===== config.mk =====
export PLATFORM = sky130hd
export DESIGN_NAME = blackbox_adder_server
export DESIGN_NICKNAME = d
export VERILOG_FILES = /design/src/rtl/blackbox_adder_pkg.sv /design/src/rtl/blackbox_adder_server_adder_chunk.sv /design/src/rtl/blackbox_adder_server.sv
export SDC_FILE = /design/constraint.sdc
export NUM_CORES = 1
export LEC_CHECK = 0
export CORE_AREA = 10 10 108 110
export CTS_CLUSTER_DIAMETER = 60
export DETAILED_ROUTE_END_ITERATION = 8
export DIE_AREA = 0 0 118 120
export PLACE_DENSITY_LB_ADDON = 0.05
export SLEW_MARGIN = 10
export SYNTH_ARGS = -nofsm -noshare
export SYNTH_HDL_FRONTEND = slang
export SYNTH_SLANG_ARGS = --single-unit

===== constraint.sdc =====
create_clock -name clock -period 5.14 [get_ports clock]
set_input_delay 1.028 -clock clock [delete_from_list [all_inputs] [get_ports clock]]
set_output_delay 1.028 -clock clock [all_outputs]
set_load 0.005 [all_outputs]

===== src/rtl/blackbox_adder_pkg.sv =====
// Shared definitions for the sum-offload responder.
//   - state_e      : server FSM states (IDLE / BUSY / DONE)
//   - WIDTH_DEF    : default operand width
//   - CHUNK_DEF    : default bits added per cycle
//   - N_DEF        : default number of chunks (WIDTH_DEF / CHUNK_DEF)
//   - KW_DEF       : default width of the chunk index
//   - k_width()    : chunk-index width for any chunk count (minimum 1 bit)
package blackbox_adder_pkg;

  localparam int WIDTH_DEF = 32;
  localparam int CHUNK_DEF = 8;
  localparam int N_DEF     = WIDTH_DEF / CHUNK_DEF;

  // A single-chunk configuration still needs a 1-bit index register.
  function automatic int k_width(input int n);
    return (n > 1) ? $clog2(n) : 1;
  endfunction

  localparam int KW_DEF = k_width(N_DEF);

  typedef enum logic [1:0] {
    ST_IDLE = 2'd0,
    ST_BUSY = 2'd1,
    ST_DONE = 2'd2
  } state_e;

endpackage


===== src/rtl/blackbox_adder_server_adder_chunk.sv =====
// adder_chunk: combinational CHUNK-bit adder slice.
// Ports:
//   a, b  in  CHUNK  operand chunks
//   cin   in  1      carry in
//   sum   out CHUNK  chunk sum
//   cout  out 1      carry out
module adder_chunk #(
  parameter int CHUNK = 8
) (
  input  logic [CHUNK-1:0] a,
  input  logic [CHUNK-1:0] b,
  input  logic             cin,
  output logic [CHUNK-1:0] sum,
  output logic             cout
);

  // Widen by one bit so the carry falls out of the top of the addition.
  assign {cout, sum} = {1'b0, a} + {1'b0, b} + {{CHUNK{1'b0}}, cin};

endmodule


===== src/rtl/blackbox_adder_server.sv =====
// blackbox_adder_server: responder for the sum-offload interface.
// Accepts two WIDTH-bit operands on a valid/ready request channel, adds them
// CHUNK bits per cycle through one shared adder slice, and returns the
// WIDTH+1-bit sum on a valid/ready response channel.
// Ports:
//   clock, reset                  rising-edge clock, synchronous active-high reset
//   io_req_valid/io_req_ready     request handshake
//   io_req_in1/io_req_in2         operands, sampled only on request fire
//   io_resp_valid/io_resp_ready   response handshake
//   io_resp_out                   {carry, sum}
//   io_busy                       high whenever not IDLE
//   io_done_count                 completed responses, wraps at 2^16
// Every output is a register or a decode of the state register.
module blackbox_adder_server
  import blackbox_adder_pkg::*;
#(
  parameter int WIDTH = WIDTH_DEF,
  parameter int CHUNK = CHUNK_DEF
) (
  input  logic             clock,
  input  logic             reset,
  input  logic             io_req_valid,
  output logic             io_req_ready,
  input  logic [WIDTH-1:0] io_req_in1,
  input  logic [WIDTH-1:0] io_req_in2,
  output logic             io_resp_valid,
  input  logic             io_resp_ready,
  output logic [WIDTH:0]   io_resp_out,
  output logic             io_busy,
  output logic [15:0]      io_done_count
);

  localparam int             N      = WIDTH / CHUNK;
  localparam int             KW     = k_width(N);
  localparam logic [KW-1:0]  K_LAST = KW'(N - 1);

  state_e           state_q,  state_d;
  logic [WIDTH-1:0] a_q,      a_d;
  logic [WIDTH-1:0] b_q,      b_d;
  logic             carry_q,  carry_d;
  logic [KW-1:0]    k_q,      k_d;
  logic [WIDTH:0]   result_q, result_d;
  logic [15:0]      count_q,  count_d;

  logic [CHUNK-1:0] a_chunk, b_chunk, chunk_sum;
  logic             chunk_cout;

  // Operand chunks are selected by the chunk index and fed to the one slice.
  assign a_chunk = a_q[int'(k_q) * CHUNK +: CHUNK];
  assign b_chunk = b_q[int'(k_q) * CHUNK +: CHUNK];

  adder_chunk #(.CHUNK(CHUNK)) u_adder_chunk (
    .a    (a_chunk),
    .b    (b_chunk),
    .cin  (carry_q),
    .sum  (chunk_sum),
    .cout (chunk_cout)
  );

  always_comb begin
    // NOTE: every *_d starts as its hold value so no path leaves a signal
    // unassigned; otherwise synthesis would infer a latch.
    state_d  = state_q;
    a_d      = a_q;
    b_d      = b_q;
    carry_d  = carry_q;
    k_d      = k_q;
    result_d = result_q;
    count_d  = count_q;

    unique case (state_q)
      ST_IDLE: begin
        if (io_req_valid) begin
          a_d      = io_req_in1;
          b_d      = io_req_in2;
          carry_d  = 1'b0;
          k_d      = '0;
          result_d = '0;
          state_d  = ST_BUSY;
        end
      end
      ST_BUSY: begin
        result_d[int'(k_q) * CHUNK +: CHUNK] = chunk_sum;
        carry_d = chunk_cout;
        k_d     = k_q + 1'b1;
        if (k_q == K_LAST) begin
          result_d[WIDTH] = chunk_cout;
          k_d             = '0;
          state_d         = ST_DONE;
        end
      end
      ST_DONE: begin
        if (io_resp_ready) begin
          count_d = count_q + 16'd1;
          state_d = ST_IDLE;
        end
      end
      default: state_d = ST_IDLE;
    endcase
  end

  always_ff @(posedge clock) begin
    // NOTE: non-blocking assignments so every register samples the values
    // from before this edge, independent of statement order.
    if (reset) begin
      state_q  <= ST_IDLE;
      a_q      <= '0;
      b_q      <= '0;
      carry_q  <= 1'b0;
      k_q      <= '0;
      result_q <= '0;
      count_q  <= '0;
    end else begin
      state_q  <= state_d;
      a_q      <= a_d;
      b_q      <= b_d;
      carry_q  <= carry_d;
      k_q      <= k_d;
      result_q <= result_d;
      count_q  <= count_d;
    end
  end

  assign io_req_ready  = (state_q == ST_IDLE);
  assign io_resp_valid = (state_q == ST_DONE);
  assign io_busy       = (state_q != ST_IDLE);
  assign io_resp_out   = result_q;
  assign io_done_count = count_q;

endmodule


### Word-level counts from Yosys, hierarchy flattened

Index checks and enable logic that the tools add are counted.

| operators by class | value |
|---|---|
| reduce and logical (&&, ||, !) cells | 7 |
| add/sub/neg operators | 5 |
| equal/unequal tests | 6 |
| shift-type cells | 4 |
| muxes and demuxes | 13 |

Operator list:

| cell | count |
|---|---|
| 33-bit case mux with 2 select lines | 1 |
| 32-bit by 6-bit variable part select with 8-bit output | 2 |
| 33-bit bitwise mux | 1 |
| 33-bit 2-to-1 mux | 1 |
| 5-bit negation with 33-bit output | 1 |
| 8-bit by 33-bit variable shift with 33-bit output, first input constant | 1 |
| 8-bit by 33-bit variable part select with 33-bit output | 1 |
| 16-bit by 1-bit adder with 16-bit output, second input constant | 1 |
| 2-bit 2-to-1 mux | 5 |
| 8-bit by 8-bit adder with 9-bit output | 1 |
| 9-bit by 1-bit adder with 9-bit output | 1 |
| 2-bit case mux with 3 select lines | 1 |
| 2-bit AND reduction | 3 |
| 2-bit equality test, second input constant | 2 |
| 2-bit != test, second input constant | 2 |
| 2-bit case mux with 2 select lines | 1 |
| 2-bit nonzero test | 2 |
| 3-bit AND reduction | 1 |
| 2-bit by 1-bit adder with 2-bit output, second input constant | 1 |
| 2-bit by 1-bit equality test with 1-bit output, second input constant | 1 |
| 2-bit zero test | 1 |
| 1-bit 2-to-1 mux | 2 |
| 2-bit by 1-bit != test with 1-bit output, second input constant | 1 |
| 1-bit case mux with 2 select lines | 1 |

| storage, ports and cells | value |
|---|---|
| input port bits | 68 |
| logic and storage cells | 42 |
| output and inout bits | 52 |
| register bits after elaboration | 118 |

### Logic depth before layout (Yosys ltp)

| logic depth | value |
|---|---|
| depth in word-level cells | 7 |
| gate-level depth with buffers | 11 |

### Hierarchy

From an unflattened synthesis, not the netlist that was laid out.

| unflattened totals | value |
|---|---|
| cell total of the unflattened synthesis | 582 |
| area, all modules | 5,083.6 µm² |

Modules (own cells, without submodules):

| module | seq. area each (µm²) | area an instance (µm²) | cells each | instances |
|---|---|---|---|---|
| blackbox_adder_server | 2,362.3 | 4,752.1 | 540 | 1 |
| adder_chunk | 0.0 | 331.6 | 42 | 1 |

### Least setup slack after synthesis

Ideal clock, no wire load.

| path | value |
|---|---|
| path type | register to register |
| start | reg k_q[1] |
| end | reg result_q[32], in the netlist io_resp_out[32] |
| library setup time | 0.129 ns |
| path slack | 1.873 ns |
| stages on the path, launching flop included | 12 |
| arrival | 3.138 ns |
| clock period less this slack | 3.267 ns |
| path buffers | 2 |
| path through | dfxtp_1 clkbuf_1 buf_2 mux4_2 fa_1 inv_1 fa_1 nor2b_4 o31a_1 or4_1 a31oi_1 a31oi_1 |

| on the way | value |
|---|---|
| longest elaborated chain between the ends | 7 |
| elaborated cells between the ends (all ways) | 11 |

Ends and longest elaborated chain:

| element | RTL line | text |
|---|---|---|
| start: declaration | blackbox_adder_server.sv:41 | `logic [KW-1:0] k_q, k_d;` |
| start signal: assignment | blackbox_adder_server.sv:118 | `k_q <= k_d;` |
| 32-bit by 6-bit variable part select with 8-bit output, on equally long branches | blackbox_adder_server.sv:49, blackbox_adder_server.sv:50 |  |
| 8-bit by 8-bit adder with 9-bit output | blackbox_adder_server_adder_chunk.sv:18 | `assign {cout, sum} = {1'b0, a} + {1'b0, b} + {{CHUNK{1'b0}}, cin};` |
| 9-bit by 1-bit adder with 9-bit output | blackbox_adder_server_adder_chunk.sv:18 |  |
| 8-bit by 33-bit variable part select with 33-bit output | blackbox_adder_server.sv:83 | `result_d[int'(k_q) * CHUNK +: CHUNK] = chunk_sum;` |
| 33-bit bitwise mux | blackbox_adder_server.sv:83 |  |
| 1-bit 2-to-1 mux (*) | blackbox_adder_server.sv:86 | `if (k_q == K_LAST) begin` |
| 33-bit case mux with 2 select lines (*) | blackbox_adder_server.sv:71 | `unique case (state_q)` |
| end signal: assignment | blackbox_adder_server.sv:119 | `result_q <= result_d;` |
| end: declaration | blackbox_adder_server.sv:42 | `logic [WIDTH:0] result_q, result_d;` |

Mark *: on every way between the ends. The rest lies on a longest branch, timed or not.
A chain may end at the register's enable or synchronous reset.

### Worst setup path after layout

| path | value |
|---|---|
| start | reg k_q[0] |
| end | reg carry_q |

| on the way | value |
|---|---|
| longest elaborated chain between the ends | 4 |
| elaborated cells between the ends (all ways) | 5 |

Ends and longest elaborated chain:

| element | RTL line | text |
|---|---|---|
| 32-bit by 6-bit variable part select with 8-bit output, on equally long branches | blackbox_adder_server.sv:49, blackbox_adder_server.sv:50 |  |
| 8-bit by 8-bit adder with 9-bit output (*) | blackbox_adder_server_adder_chunk.sv:18 |  |
| 9-bit by 1-bit adder with 9-bit output (*) | blackbox_adder_server_adder_chunk.sv:18 |  |
| 1-bit case mux with 2 select lines (*) | blackbox_adder_server.sv:71 |  |
| end signal: assignment | blackbox_adder_server.sv:117 | `carry_q <= carry_d;` |
| end: declaration | blackbox_adder_server.sv:40 | `logic carry_q, carry_d;` |

Marks and branches as above.

==> reports/metrics.cfg <==
[place]
hpwl_mm = 9.30
place_area_um2 = 6300
io_buffer_count = 119
gp_congestion = 0.848

[sta]
period_minus_slack_ns = 3.56
hold_viol = 0
maxSlewHeadroom_pct = 21.5
finClkSkew_ns = 0.00933
setup_viol = 0
finalCritPeriodShare_pct = 69.3
fin_tns_setup_ns = 0
tightestPinTransition_ns = 1.17
rsz0062_at_grt = false
final-max-slew-violation-count = 0
timing.fmax_mhz = 281

[synthesis]
ys.warnings.count = 0
syn_nets = 646
synth_seq_area_share_pct = 46.7
synth_area_um2 = 5060
avgSynthCellArea_um2 = 8.98
syn-instance-count = 564
synth_edf_count = 0
synth_ff_type = dfxtp_1
synthArstFlopShare_pct = 0
ys_ff_latch = 118
yosysUniqueCellTypes = 45

[critical_path]
cp_cell_sequence = buf_4 > mux4_2 > fa_1 > inv_1 > fa_1 > nor2b_4 > o31a_1 > or4_1 > a31oi_1 > a211oi_1
crit_slowest_cell = dfxtp_1
cp_num_buf_inv = 2
crit_path_end_kind = register
cpLargestDelayFamily = adder cells
cp.required_ns = 5.48
cpPeakStageDelay_ns = 0.59
cp-start-kind = register
critical_path.max_fanout = 15
worstPathArrival_ns = 3.90
cpMostUsedCell = fa_1
critPathKind = reg -> reg

[cells_and_area]
syn_to_final_growth_pct = 36.2
postLayoutCellArea_um2 = 6900
regArea_um2 = 2360
fillers = 779
antennaDiodeCount = 0
drive_above_1_share_pct = 8.35
multi_input_comb_area_um2 = 2520
fin_nets = 753

[cts]
cts_max_level = 4
cts_made_buffers = 17
clk_pin_slew_ns = 0.06
worstSkewPairLatency_ns = 0.51
ctsHoldBuffers = 0
cts_buffer_depth = 2
ctsResizeCount = 0
clock_sinks = 118
cts_setup_buffers = 0
cts_tree = done
cts_root_buffer = clkbuf_8

[detailed_routing]
postRouteAntennaNets = 0
wl_mm = 12.9
route.detailed.drc = 0
wl_per_cell_um = 15.8
viasPerCell = 5.41
dr.first_iter.drc_count = 235
first_pass_iters = 4
num_vias = 4415

[die]
fp.dieW_um = 118
fp.dieArea_um2 = 14200
start_util_pct = 53.0
core_area_um2 = 9550
die_h_um = 120
rows = 36
io_pins = 120

[global_routing]
grt_max_degree = 103
grt_pass1_wl_mm = 21.4
grt.overflow.total = 0
track_usage_pct = 18.1
grt_pass1_vias = 4411
antenna_found_initial = 0

[power]
ir_drop_uv = 224
p_leak_nw = 2.62
total_power_mw = 2.40
powerDensity_nw_per_um2 = 348

[hold_path]
hp-class = reg -> reg

[run]
drv_cap = 0

[status]
status = finished clean

==> Yosys cell counts, drive strengths merged (2+ instances only) <==
library cell    n  area share (%)
nor3b           3            0.54
and2            8            0.99
dfxtp         118              47
mux4           16             7.1
a211oi          2            0.30
a32o            4            0.79
clkbuf         17             1.3
and3            7            0.86
a22o           12             2.1
nand2b          2            0.25
nor2           39             2.9
a22oi          14             2.1
a21oi          74             7.3
xor2           11             1.9
nor4            2            0.37
nand4           2            0.25
inv            10            0.74
fa              2            0.79
buf            17             1.7
nand3           7            0.69
a21o            7             1.0
a31oi           3            0.37
nand2         140              10
xnor2           8             1.4
a311o           2            0.40
nor3            3            0.30
nor2b           5            0.77
ha             12             3.0
and4            5            0.86
o21ai           2            0.20
==> where the power goes <==
| part | internal [mW] | switching (mW) | leakage, nW |
|---|---|---|---|
| sequential | 0.950 | 0.0224 | 0.961 |
| combinational | 0.123 | 0.133 | 1.37 |
| clock | 0.762 | 0.409 | 0.287 |
| total | 1.84 | 0.564 | 2.62 |
==> through the flow <==
step | utilization, % | std cells | hold WS, ns | setup slack [ns]
6_report | 72.2 | 816 | 0.452 | 1.58
5_1_grt | 72.2 | 816 | 0.473 | 1.33
4_1_cts | 72.2 | 816 | 0.454 | 1.57
3_5_place_dp | 66.0 | 785 | 0.444 | 1.61
3_3_place_gp | 66.0 | 785 | 0.441 | 1.66
2_1_floorplan | - | 564 | 0.433 | 1.87
==> layer usage <==
| layer | wire length, um | global-route usage [%] |
|---|---|---|
| met2 | 6400 | 31.2 |
| met1 | 5620 | 21.5 |
| met4 | 119 | 5.02 |
| met3 | 738 | 5.67 |
| met5 | 0 | 0 |
==> final cells by class <==
cell class              count  share of cell area (%)
flip-flops and latches    118                    34.3
well taps                 133                    2.41
clock buffers              20                    6.46
clock inverters            11                    2.18
repair buffers            122                    17.6
multi-input cells         402                    36.6
inverters                  10                   0.544
==> layout by cell type (no fill, tap or decap), types with 5 or more instances in the layout <==
master | netlist | final
xor2_1 | 11 | 11
and4_1 | 5 | 5
nand2_1 | 140 | 139
xnor2_1 | 8 | 8
a22oi_1 | 14 | 14
and2_1 | 8 | 8
a21oi_1 | 74 | 74
clkbuf_16 | 0 | 16
clkdlybuf4s50_1 | 0 | 118
and3_1 | 7 | 7
ha_1 | 12 | 12
mux4_2 | 16 | 16
nor2_1 | 39 | 39
nand3_1 | 7 | 7
a21o_1 | 7 | 7
a22o_1 | 12 | 12
dfxtp_1 | 118 | 118
inv_1 | 9 | 9
==> tightest hold or removal path, delay by kind of cell (launching register included) <==
family	cells	cell delay, ns
simple gates	1	0.05
compound gates	1	0.05
flops	1	0.30
==> kinds of logic (layout without fill, tap and decap cells) <==
logic type	Yosys count	in the layout	synth area share (%)
AND/OR/NAND/NOR	226	226	19.8
AO/OA/AOI/OAI	126	126	15.5
flip-flops	118	118	46.7
buffers and inverters	44	163	3.68
XOR/XNOR	19	19	3.29
multiplexers	17	17	7.31
adder cells (fa/ha/maj)	14	14	3.76
==> flip-flops by register name, summed over array words and instances, names as in the netlist <==
register       count
a_q               32
k_q                2
carry_q            1
b_q               32
io_resp_out       33
state_q            2
io_done_count     16
==> final timing paths <==
kind / slack [ns] / depth (start not counted) / end / from
worst max register to register: 1.58 / 10 / carry_q / k_q[0]
worst min-delay path: 0.45 / 2 / b_q[24] / b_q[24]
worst max-delay path: 1.58 / 10 / carry_q / k_q[0]
worst min register to register: 0.45 / 2 / b_q[24] / b_q[24]
(Power assumes the default switching activity.)
